[src/rtl/usr_pkg.sv]
// usr_pkg: shared mode and state encodings for the universal shift register
package usr_pkg;
  typedef enum logic [1:0] {ST_IDLE, ST_SHIFT, ST_DONE} state_t;
  localparam logic [2:0] MODE_SHL = 3'b000;
  localparam logic [2:0] MODE_SHR = 3'b001;
  localparam logic [2:0] MODE_ROL = 3'b010;
  localparam logic [2:0] MODE_ROR = 3'b011;
  localparam logic [2:0] MODE_ASR = 3'b100;
  function automatic logic mode_valid(input logic [2:0] m);
    return m <= MODE_ASR;
  endfunction
endpackage

[src/rtl/usr_step.sv]
// usr_step: one combinational shift/rotate step selected by mode
module usr_step
  import usr_pkg::*;
#(
  parameter int WIDTH = 8
) (
  input  logic [WIDTH-1:0] q,
  input  logic [2:0]       mode,
  input  logic             SI_L,
  input  logic             SI_R,
  output logic [WIDTH-1:0] q_next
);
  always_comb
    q_next = mode == MODE_SHL ? {q[WIDTH-2:0], SI_R} :
             mode == MODE_SHR ? {SI_L, q[WIDTH-1:1]} :
             mode == MODE_ROL ? {q[WIDTH-2:0], q[WIDTH-1]} :
             mode == MODE_ROR ? {q[0], q[WIDTH-1:1]} :
             mode == MODE_ASR ? {q[WIDTH-1], q[WIDTH-1:1]} : q;
endmodule

[src/rtl/univ_shift_reg.sv]
// univ_shift_reg: multi-step universal shift register with load, preset and done pulse
module univ_shift_reg
  import usr_pkg::*;
#(
  parameter  int               WIDTH      = 8,
  parameter  logic [WIDTH-1:0] PRESET_VAL = {WIDTH{1'b1}},
  localparam int               AMT_W      = $clog2(WIDTH) + 1
) (
  input  logic             clk,
  input  logic             CLR,
  input  logic             PR,
  input  logic [WIDTH-1:0] D,
  input  logic             load,
  input  logic             start,
  input  logic [2:0]       mode,
  input  logic [AMT_W-1:0] amt,
  input  logic             SI_L,
  input  logic             SI_R,
  output logic [WIDTH-1:0] Q,
  output logic             busy,
  output logic             done,
  output logic             SO_L,
  output logic             SO_R
);
  state_t           state, state_n;
  logic [AMT_W-1:0] cnt, cnt_n;
  logic [2:0]       op, op_n;
  logic [WIDTH-1:0] q_n, q_step;
  logic             busy_n, done_n;
  usr_step #(.WIDTH(WIDTH)) u_step (
    .q     (Q),
    .mode  (op),
    .SI_L  (SI_L),
    .SI_R  (SI_R),
    .q_next(q_step)
  );
  always_ff @(posedge clk)
    if (!CLR) begin
      state <= ST_IDLE;
      Q     <= '0;
      cnt   <= '0;
      op    <= MODE_SHL;
      busy  <= 1'b0;
      done  <= 1'b0;
    end else begin
      state <= state_n;
      Q     <= q_n;
      cnt   <= cnt_n;
      op    <= op_n;
      busy  <= busy_n;
      done  <= done_n;
    end
  always_comb begin
    state_n = state;
    q_n     = Q;
    cnt_n   = cnt;
    op_n    = op;
    if (PR) begin
      state_n = ST_IDLE;
      q_n     = PRESET_VAL;
      cnt_n   = '0;
    end else if (state == ST_IDLE) begin
      if (load) q_n = D;
      else if (start) begin
        op_n    = mode;
        cnt_n   = amt;
        state_n = (amt == '0 || !mode_valid(mode)) ? ST_DONE : ST_SHIFT;
      end
    end else if (state == ST_SHIFT) begin
      q_n     = q_step;
      cnt_n   = cnt - AMT_W'(1);
      state_n = cnt == AMT_W'(1) ? ST_DONE : ST_SHIFT;
    end else state_n = ST_IDLE;
  end
  always_comb begin
    busy_n = state_n == ST_SHIFT;
    done_n = state_n == ST_DONE;
  end
  assign SO_L = Q[WIDTH-1];
  assign SO_R = Q[0];
endmodule

[config.mk]
export PLATFORM = sky130hd
export DESIGN_NAME = univ_shift_reg
export DESIGN_NICKNAME = d
export VERILOG_FILES = /design/src/rtl/usr_pkg.sv /design/src/rtl/usr_step.sv /design/src/rtl/univ_shift_reg.sv
export SDC_FILE = /design/constraint.sdc
export NUM_CORES = 1
export LEC_CHECK = 0
export ABC_AREA = 1
export CAP_MARGIN = 20
export CORE_ASPECT_RATIO = 0.6
export CORE_MARGIN = 2
export CORE_UTILIZATION = 43
export CTS_CLUSTER_DIAMETER = 150
export DETAILED_ROUTE_END_ITERATION = 10
export PLACE_DENSITY = 0.72
export SLEW_MARGIN = 20
export SYNTH_ARGS = -nofsm -noshare
export SYNTH_HDL_FRONTEND = slang
export SYNTH_SLANG_ARGS = --single-unit
[constraint.sdc]
create_clock -name clk -period 1.1 [get_ports clk]
set_input_delay 0.275 -clock clk [delete_from_list [all_inputs] [get_ports clk]]
set_output_delay 0.275 -clock clk [all_outputs]
set_load 0.01 [all_outputs]
==> results.yml, run 1 <==
pwr:
  power.share.sequential_pct: 39.1
  vdd.ir_drop.worst_mv: 0.6316
  share_clk_of_total_power_pct: 25.9
  power_switching_share_pct: 31.92
  pwr_density_cell_nw_per_um2: 911.5
  power.share.combinational_pct: 35.1
  net_switching_power_figure_uw: 619.1
  internal-power_mw: 1.321
  post-layout-total-power_mw: 1.940
  cellLeakagePower_nw: 0.9816
floorplan:
  die_area_um2: 3434
  overall_die_height_um: 46.20
  start_util_pct: 44.74
  die_width_um: 74.33
  core_area_um2: 2853
  placement_rows: 15
  num_io_pins: 34
route:
  vias: 1462
  drt-total-wl_mm: 3.887
  avgViaCountPerCell: 4.956
  ant_nets: 0
  drt_pass1_iterations: 4
  drc_errors: 0
  drt-initial-drc-count: 73
  wire_per_inst_um: 13.18
final_layout:
  nets: 278
  finalCoreUtilization_pct: 74.61
  insertedDiodeCount: 0
  layout-drive-gt1-share_pct: 46.25
  instances_no_fill: 295
  syn_to_final_growth_pct: 66.76
worst_setup_path:
  critical_path_peak_fanout: 6
  worst_setup_path_end_kind: "flip-flop"
  worst_ep_required_time_ns: 1.29
  worst_setup_path_start_kind: "flip-flop"
  worstPathArrival_ns: 1.39
  cell_depth_of_the_worst_flop_to_flop_path: 6
  setup.worst_path.class: "flip-flop to flip-flop"
global_routing:
  pin_count_of_the_biggest_net_entering_global_routing: 12
  globalRouteTotalUtil_pct: 22.33
  grt_antenna_before_repair: 0
  grt_pass1_wl_mm: 5.747
  globalRoute.totalOverflow: 0
  number_of_global_route_vias_before_repair: 1304
synthesis:
  synth.yosys.warnings: 0
  synthesis.nets: 206
  number_of_flops_mapped_to_enable_cells_by_yosys: 0
  synth.yosys.seq_area_share_pct: 29.80
  post_synth_inst_count: 182
  post_synth_instance_area_um2: 1276
  synth_ff_type: "sky130_fd_sc_hd__dfxtp_1"
  synth-async-reset-ratio_pct: 0
  ys_types: 28
  synth_seq_cells: 19
  synth_area_per_cell_um2: 7.012
timing:
  timing.final.ws_setup_ns: -0.09713
  grt_setup_unrepaired: "true"
  setup_tns_ns: -0.7639
  maxClockFrequency_mhz: 835.3
  timing.final.crit_share_pct: 108.8
  timing.max_slew.rel_slack_pct: 79.93
  final.min_clock_period_ns: 1.197
  timing_worst_slew_pin_value_ns: 0.2997
  clock_skew_ns: 0.007842
  finalHoldViolCount: 0
  final_max_tran_viols: 0
  setup_violations: 17
  whs_ns: 0.4920
clock_network:
  cts.clk_slew.worst_paths_ns: 0.08
  cts-buffers-inserted: 3
  clockBufferDepth: 2
  worstSkewPairLatency_ns: 0.26
  cts_hold_buf: 0
  clock_tree.root_cell: "sky130_fd_sc_hd__clkbuf_8"
  clock-sinks: 19
  cts_tree: "built"
  clock_tree.htree_level_count: 1
worst_hold_path:
  worst_hold_path_type: "flip-flop to flip-flop"
  worst_hold_path_stage_count: 2
run:
  timing.max_cap.violations: 0
placed_design:
  gpl.final_weighted_congestion: 0.8655
  post-dp-hpwl_mm: 2.792
  placed_cells_incl_taps: 287
  port_buffers: 33
status:
  violations_in_the_final_reports: "setup timing"
  run_status: "complete, but fails checks"
-- sequential cells by signal, indices dropped and copies added, names as in the netlist --
register,flops
Q,8
state,2
op,3
cnt,4
busy,1
done,1
-- logic make-up after synthesis --
group | count (synthesis) | share of synthesized area [%]
and+or+nand+nor | 91 | 37.45
AOI/OAI and AO/OA | 41 | 20.29
buffers and inverters | 29 | 10.49
adders and majority gates | 2 | 1.960
DFF | 19 | 29.80
-- synth_stat cells (2+ instances only) --
cell / number / area, µm²
sky130_fd_sc_hd__nand2_1: 43 / 161.4
sky130_fd_sc_hd__nor2_1: 22 / 82.58
sky130_fd_sc_hd__dfxtp_1: 19 / 380.4
sky130_fd_sc_hd__nand3_1: 9 / 45.04
sky130_fd_sc_hd__inv_1: 19 / 71.32
sky130_fd_sc_hd__nand4_1: 2 / 12.51
sky130_fd_sc_hd__o21ai_0: 3 / 15.01
sky130_fd_sc_hd__o21ai_2: 5 / 43.79
sky130_fd_sc_hd__ha_1: 2 / 25.02
sky130_fd_sc_hd__buf_4: 3 / 22.52
sky130_fd_sc_hd__nand2_4: 2 / 22.52
sky130_fd_sc_hd__a31oi_1: 2 / 12.51
sky130_fd_sc_hd__a21oi_2: 8 / 70.07
sky130_fd_sc_hd__inv_2: 4 / 15.01
sky130_fd_sc_hd__nor2_2: 2 / 12.51
sky130_fd_sc_hd__nand2_2: 4 / 25.02
sky130_fd_sc_hd__nor2_4: 2 / 22.52
sky130_fd_sc_hd__o21ai_1: 10 / 50.05
sky130_fd_sc_hd__a21oi_1: 12 / 60.06
-- timing repair --
| action | 4_1_cts | 5_1_grt |
|---|---|---|
| setup endpoints to repair | 31 | 28 |
| gates cloned | 0 | 0 |
| gates resized for setup | 65 | 37 |
| pin swaps | 9 | 12 |
| setup buffers | 1 | 3 |
-- metrics by stage --
| stage | cell area (µm²) | setup WS, ns |
|---|---|---|
| 2_1_floorplan | 1276 | 0.01208 |
| 3_3_place_gp | 1908 | -0.4428 |
| 3_5_place_dp | 1908 | -0.4802 |
| 4_1_cts | 2033 | -0.06415 |
| 5_1_grt | 2128 | -0.1392 |
| 6_report | 2128 | -0.09713 |
-- metal layers --
metal  GRT usage (%)  part of all wire, %  vias up  routed length (µm)
met4           3.571                  1.5        0                  57
li1                -                    -      731                   -
met2           38.75                   46       61                1791
met1           29.47                   46      662                1776
met5               0                    0        -                   0
met3           4.814                  6.7        8                 261
-- critical path: stages, from the launching register on --
cell and delay (ns):
sky130_fd_sc_hd__dfxtp_4 0.37, sky130_fd_sc_hd__nor2_4 0.23, sky130_fd_sc_hd__buf_6 0.19, sky130_fd_sc_hd__a21oi_2 0.07
sky130_fd_sc_hd__o21ai_2 0.06, sky130_fd_sc_hd__nand2_2 0.07, sky130_fd_sc_hd__a21oi_2 0.13
-- area by class of cell --
type / instances / area (µm²)
tap: 42 / 52.55
clock buffer: 3 / 41.29
timing repair buffer: 72 / 640.6
clock inverter: 1 / 5.005
multi-input combinational: 134 / 878.3
fill: 224 / 724.4
sequential: 19 / 400.4
inverter: 24 / 110.1
-- power by group through the flow --
stage | clock network, mW | registers, mW | logic [mW]
3_3_place_gp | 0 | 0.771 | 0.598
6_report | 0.502 | 0.758 | 0.680
3_5_place_dp | 0 | 0.774 | 0.609
4_1_cts | 0.509 | 0.758 | 0.618
5_1_grt | 0.551 | 0.764 | 0.734
2_1_floorplan | 0 | 0.792 | 0.279
-- layout by cell type, fill, tap and decap left out, types with 9 or more instances in the layout --
| master | count |
|---|---|
| sky130_fd_sc_hd__dfxtp_1 | 9 |
| sky130_fd_sc_hd__o21ai_2 | 9 |
| sky130_fd_sc_hd__nand2_1 | 38 |
| sky130_fd_sc_hd__nor2_1 | 17 |
| sky130_fd_sc_hd__a21oi_1 | 10 |
| sky130_fd_sc_hd__buf_4 | 29 |
| sky130_fd_sc_hd__a21oi_2 | 10 |
| sky130_fd_sc_hd__clkdlybuf4s50_1 | 18 |
| sky130_fd_sc_hd__inv_1 | 17 |
| sky130_fd_sc_hd__nand3_1 | 9 |
-- path summary, 6_finish.rpt --
check	start	endpoint	slack [ns]
worst min register to register	cnt[3]$_SDFFE_PP0P_	cnt[3]$_SDFFE_PP0P_	0.49
worst max register to register	state[0]$_SDFF_PN0_	Q[2]$_SDFFE_PN0P_	-0.1
worst min-delay path	cnt[3]$_SDFFE_PP0P_	cnt[3]$_SDFFE_PP0P_	0.49
worst max-delay path	state[0]$_SDFF_PN0_	Q[2]$_SDFFE_PN0P_	-0.1
No activity file was read; power rests on OpenSTA's default activity.
==> inputs of run 2 (changes only) <==
- CORE_UTILIZATION: 43 -> 48
- PLACE_DENSITY: 0.72 -> 0.76
- SKIP_CTS_REPAIR_TIMING: unset -> 1
- clock period: 1.1 -> 1.2 ns (I/O delays scaled with it)
==> results.yml, run 2 (same netlist as run 1, synthesis figures left out) <==
status:
  run_status: "finished clean"
run:
  timing.max_cap.violations: 0
clock_network:
  clock_tree.htree_level_count: 1
  clock-sinks: 19
  clockBufferDepth: 2
  worstSkewPairLatency_ns: 0.25
  cts_tree: "built"
  cts-buffers-inserted: 3
  clock_tree.root_cell: "sky130_fd_sc_hd__clkbuf_8"
  cts.clk_slew.worst_paths_ns: 0.07
global_routing:
  number_of_global_route_vias_before_repair: 1329
  grt_antenna_before_repair: 0
  pin_count_of_the_biggest_net_entering_global_routing: 11
  globalRoute.totalOverflow: 0
  globalRouteTotalUtil_pct: 23.54
  grt_pass1_wl_mm: 5.671
worst_setup_path:
  worst_ep_required_time_ns: 1.35
  worstPathArrival_ns: 1.33
  critical_path_peak_fanout: 8
  worst_setup_path_start_kind: "flip-flop"
  worst_setup_path_end_kind: "flip-flop"
  setup.worst_path.class: "flip-flop to flip-flop"
floorplan:
  placement_rows: 14
  start_util_pct: 50.60
  core_area_um2: 2522
  die_area_um2: 3101
  num_io_pins: 34
  die_width_um: 70.57
  overall_die_height_um: 43.94
timing:
  final_max_tran_viols: 0
  clock_skew_ns: 0.001443
  timing.final.crit_share_pct: 98.26
  timing_worst_slew_pin_value_ns: 0.3439
  grt_setup_unrepaired: "true"
  final.min_clock_period_ns: 1.179
  timing.max_slew.rel_slack_pct: 76.92
  finalHoldViolCount: 0
  timing.final.ws_setup_ns: 0.02094
  maxClockFrequency_mhz: 848.1
  setup_violations: 0
route:
  drt-initial-drc-count: 95
  wire_per_inst_um: 13.60
  drc_errors: 0
  vias: 1450
  ant_nets: 0
  avgViaCountPerCell: 5.273
  drt_pass1_iterations: 4
  drt-total-wl_mm: 3.739
final_layout:
  nets: 268
  largestRegisters: "Q (8), cnt (4), op (3)"
  insertedDiodeCount: 0
  syn_to_final_growth_pct: 56.27
  mostFrequentLayoutCell: "sky130_fd_sc_hd__nand2_1"
  biggest_register: "Q"
  largest_register_ffs: 8
  final_cell_mix: "sky130_fd_sc_hd__nand2_1 (43), sky130_fd_sc_hd__buf_4 (23), sky130_fd_sc_hd__nor2_1 (19)"
  layout-drive-gt1-share_pct: 31.69
placed_design:
  preCtsSetupSlack_ns: -0.3854
  port_buffers: 33
  gpl.final_weighted_congestion: 0.8788
  post-dp-hpwl_mm: 2.832
pwr:
  vdd.ir_drop.worst_mv: 0.5216
  cellLeakagePower_nw: 1.061
  post-layout-total-power_mw: 1.708
  pwr_density_cell_nw_per_um2: 856.5
worst_hold_path:
  worst_hold_path_type: "flip-flop to flip-flop"
[run 2: changes by cell type in the layout (fill, tap and decap cells not counted), sizes merged, moves of 2 or more]
cell           before  now
dlygate4sd2         3    0
dlymetal6s2s        0   15
clkdlybuf4s15       3    0
buf                46   28
clkinv              2    0
[run 2: power by group]
| group | leakage, nW | switching, mW | internal [mW] |
|---|---|---|---|
| registers | 0.159 | 0.0301 | 0.667 |
| logic | 0.879 | 0.283 | 0.282 |
| clock network | 0.0228 | 0.211 | 0.236 |
[run 2: final timing paths]
check                                         start           endpoint  slack (ns)  depth (start not counted)
worst max-delay path            state[0]$_SDFF_PN0_  Q[3]$_SDFFE_PN0P_        0.02                          6
worst min-delay path              Q[4]$_SDFFE_PN0P_  Q[4]$_SDFFE_PN0P_        0.50                          2
worst max register to register  state[0]$_SDFF_PN0_  Q[3]$_SDFFE_PN0P_        0.02                          6
worst min register to register    Q[4]$_SDFFE_PN0P_  Q[4]$_SDFFE_PN0P_        0.50                          2
[run 2: area by class of cell]
cell class,instances,area (µm²)
well taps,32,40.04
repair buffers,61,605.6
flip-flops and latches,19,391.6
inverters,24,97.59
fillers,161,528.0
multi-input cells,135,814.5
clock buffers,4,45.04
[run 2: per-layer routing]
layer	share of wire, %	vias to the layer above	track usage (%)	wire length, µm
met1	44	685	30.18	1632
met4	0.40	0	4.906	15
li1	-	709	-	-
met5	0	-	0	0
met2	49	52	40.00	1827
met3	7.0	4	7.209	263
[run 2: stage by stage]
step / std cells / TNS (ns) / cell area (µm²) / util [%] / hold WS, ns
5_1_grt: 275 / -0.2817 / 1994 / 79.07 / 0.5381
6_report: 275 / 0 / 1994 / 79.07 / 0.5011
4_1_cts: 274 / -4.187 / 1876 / 74.36 / 0.5102
3_5_place_dp: 270 / -6.106 / 1831 / 72.57 / 0.4921
2_1_floorplan: 182 / 0 / 1276 / - / 0.4403
3_3_place_gp: 270 / -5.453 / 1831 / 72.57 / 0.4831
[run 2: critical path, stage by stage, from the launching register on]
cell and delay (ns):
sky130_fd_sc_hd__dfxtp_4 0.37, sky130_fd_sc_hd__nor2_4 0.23, sky130_fd_sc_hd__nor2_8 0.06, sky130_fd_sc_hd__nand3b_4 0.10, sky130_fd_sc_hd__nand2_8 0.09, sky130_fd_sc_hd__o21ai_1 0.16
sky130_fd_sc_hd__nor2_1 0.06
==> inputs of run 3 (changes only) <==
- CAP_MARGIN: 20 -> 10
==> results of run 3 <==
Final layout, timing and power as in run 2 (identical DEF).
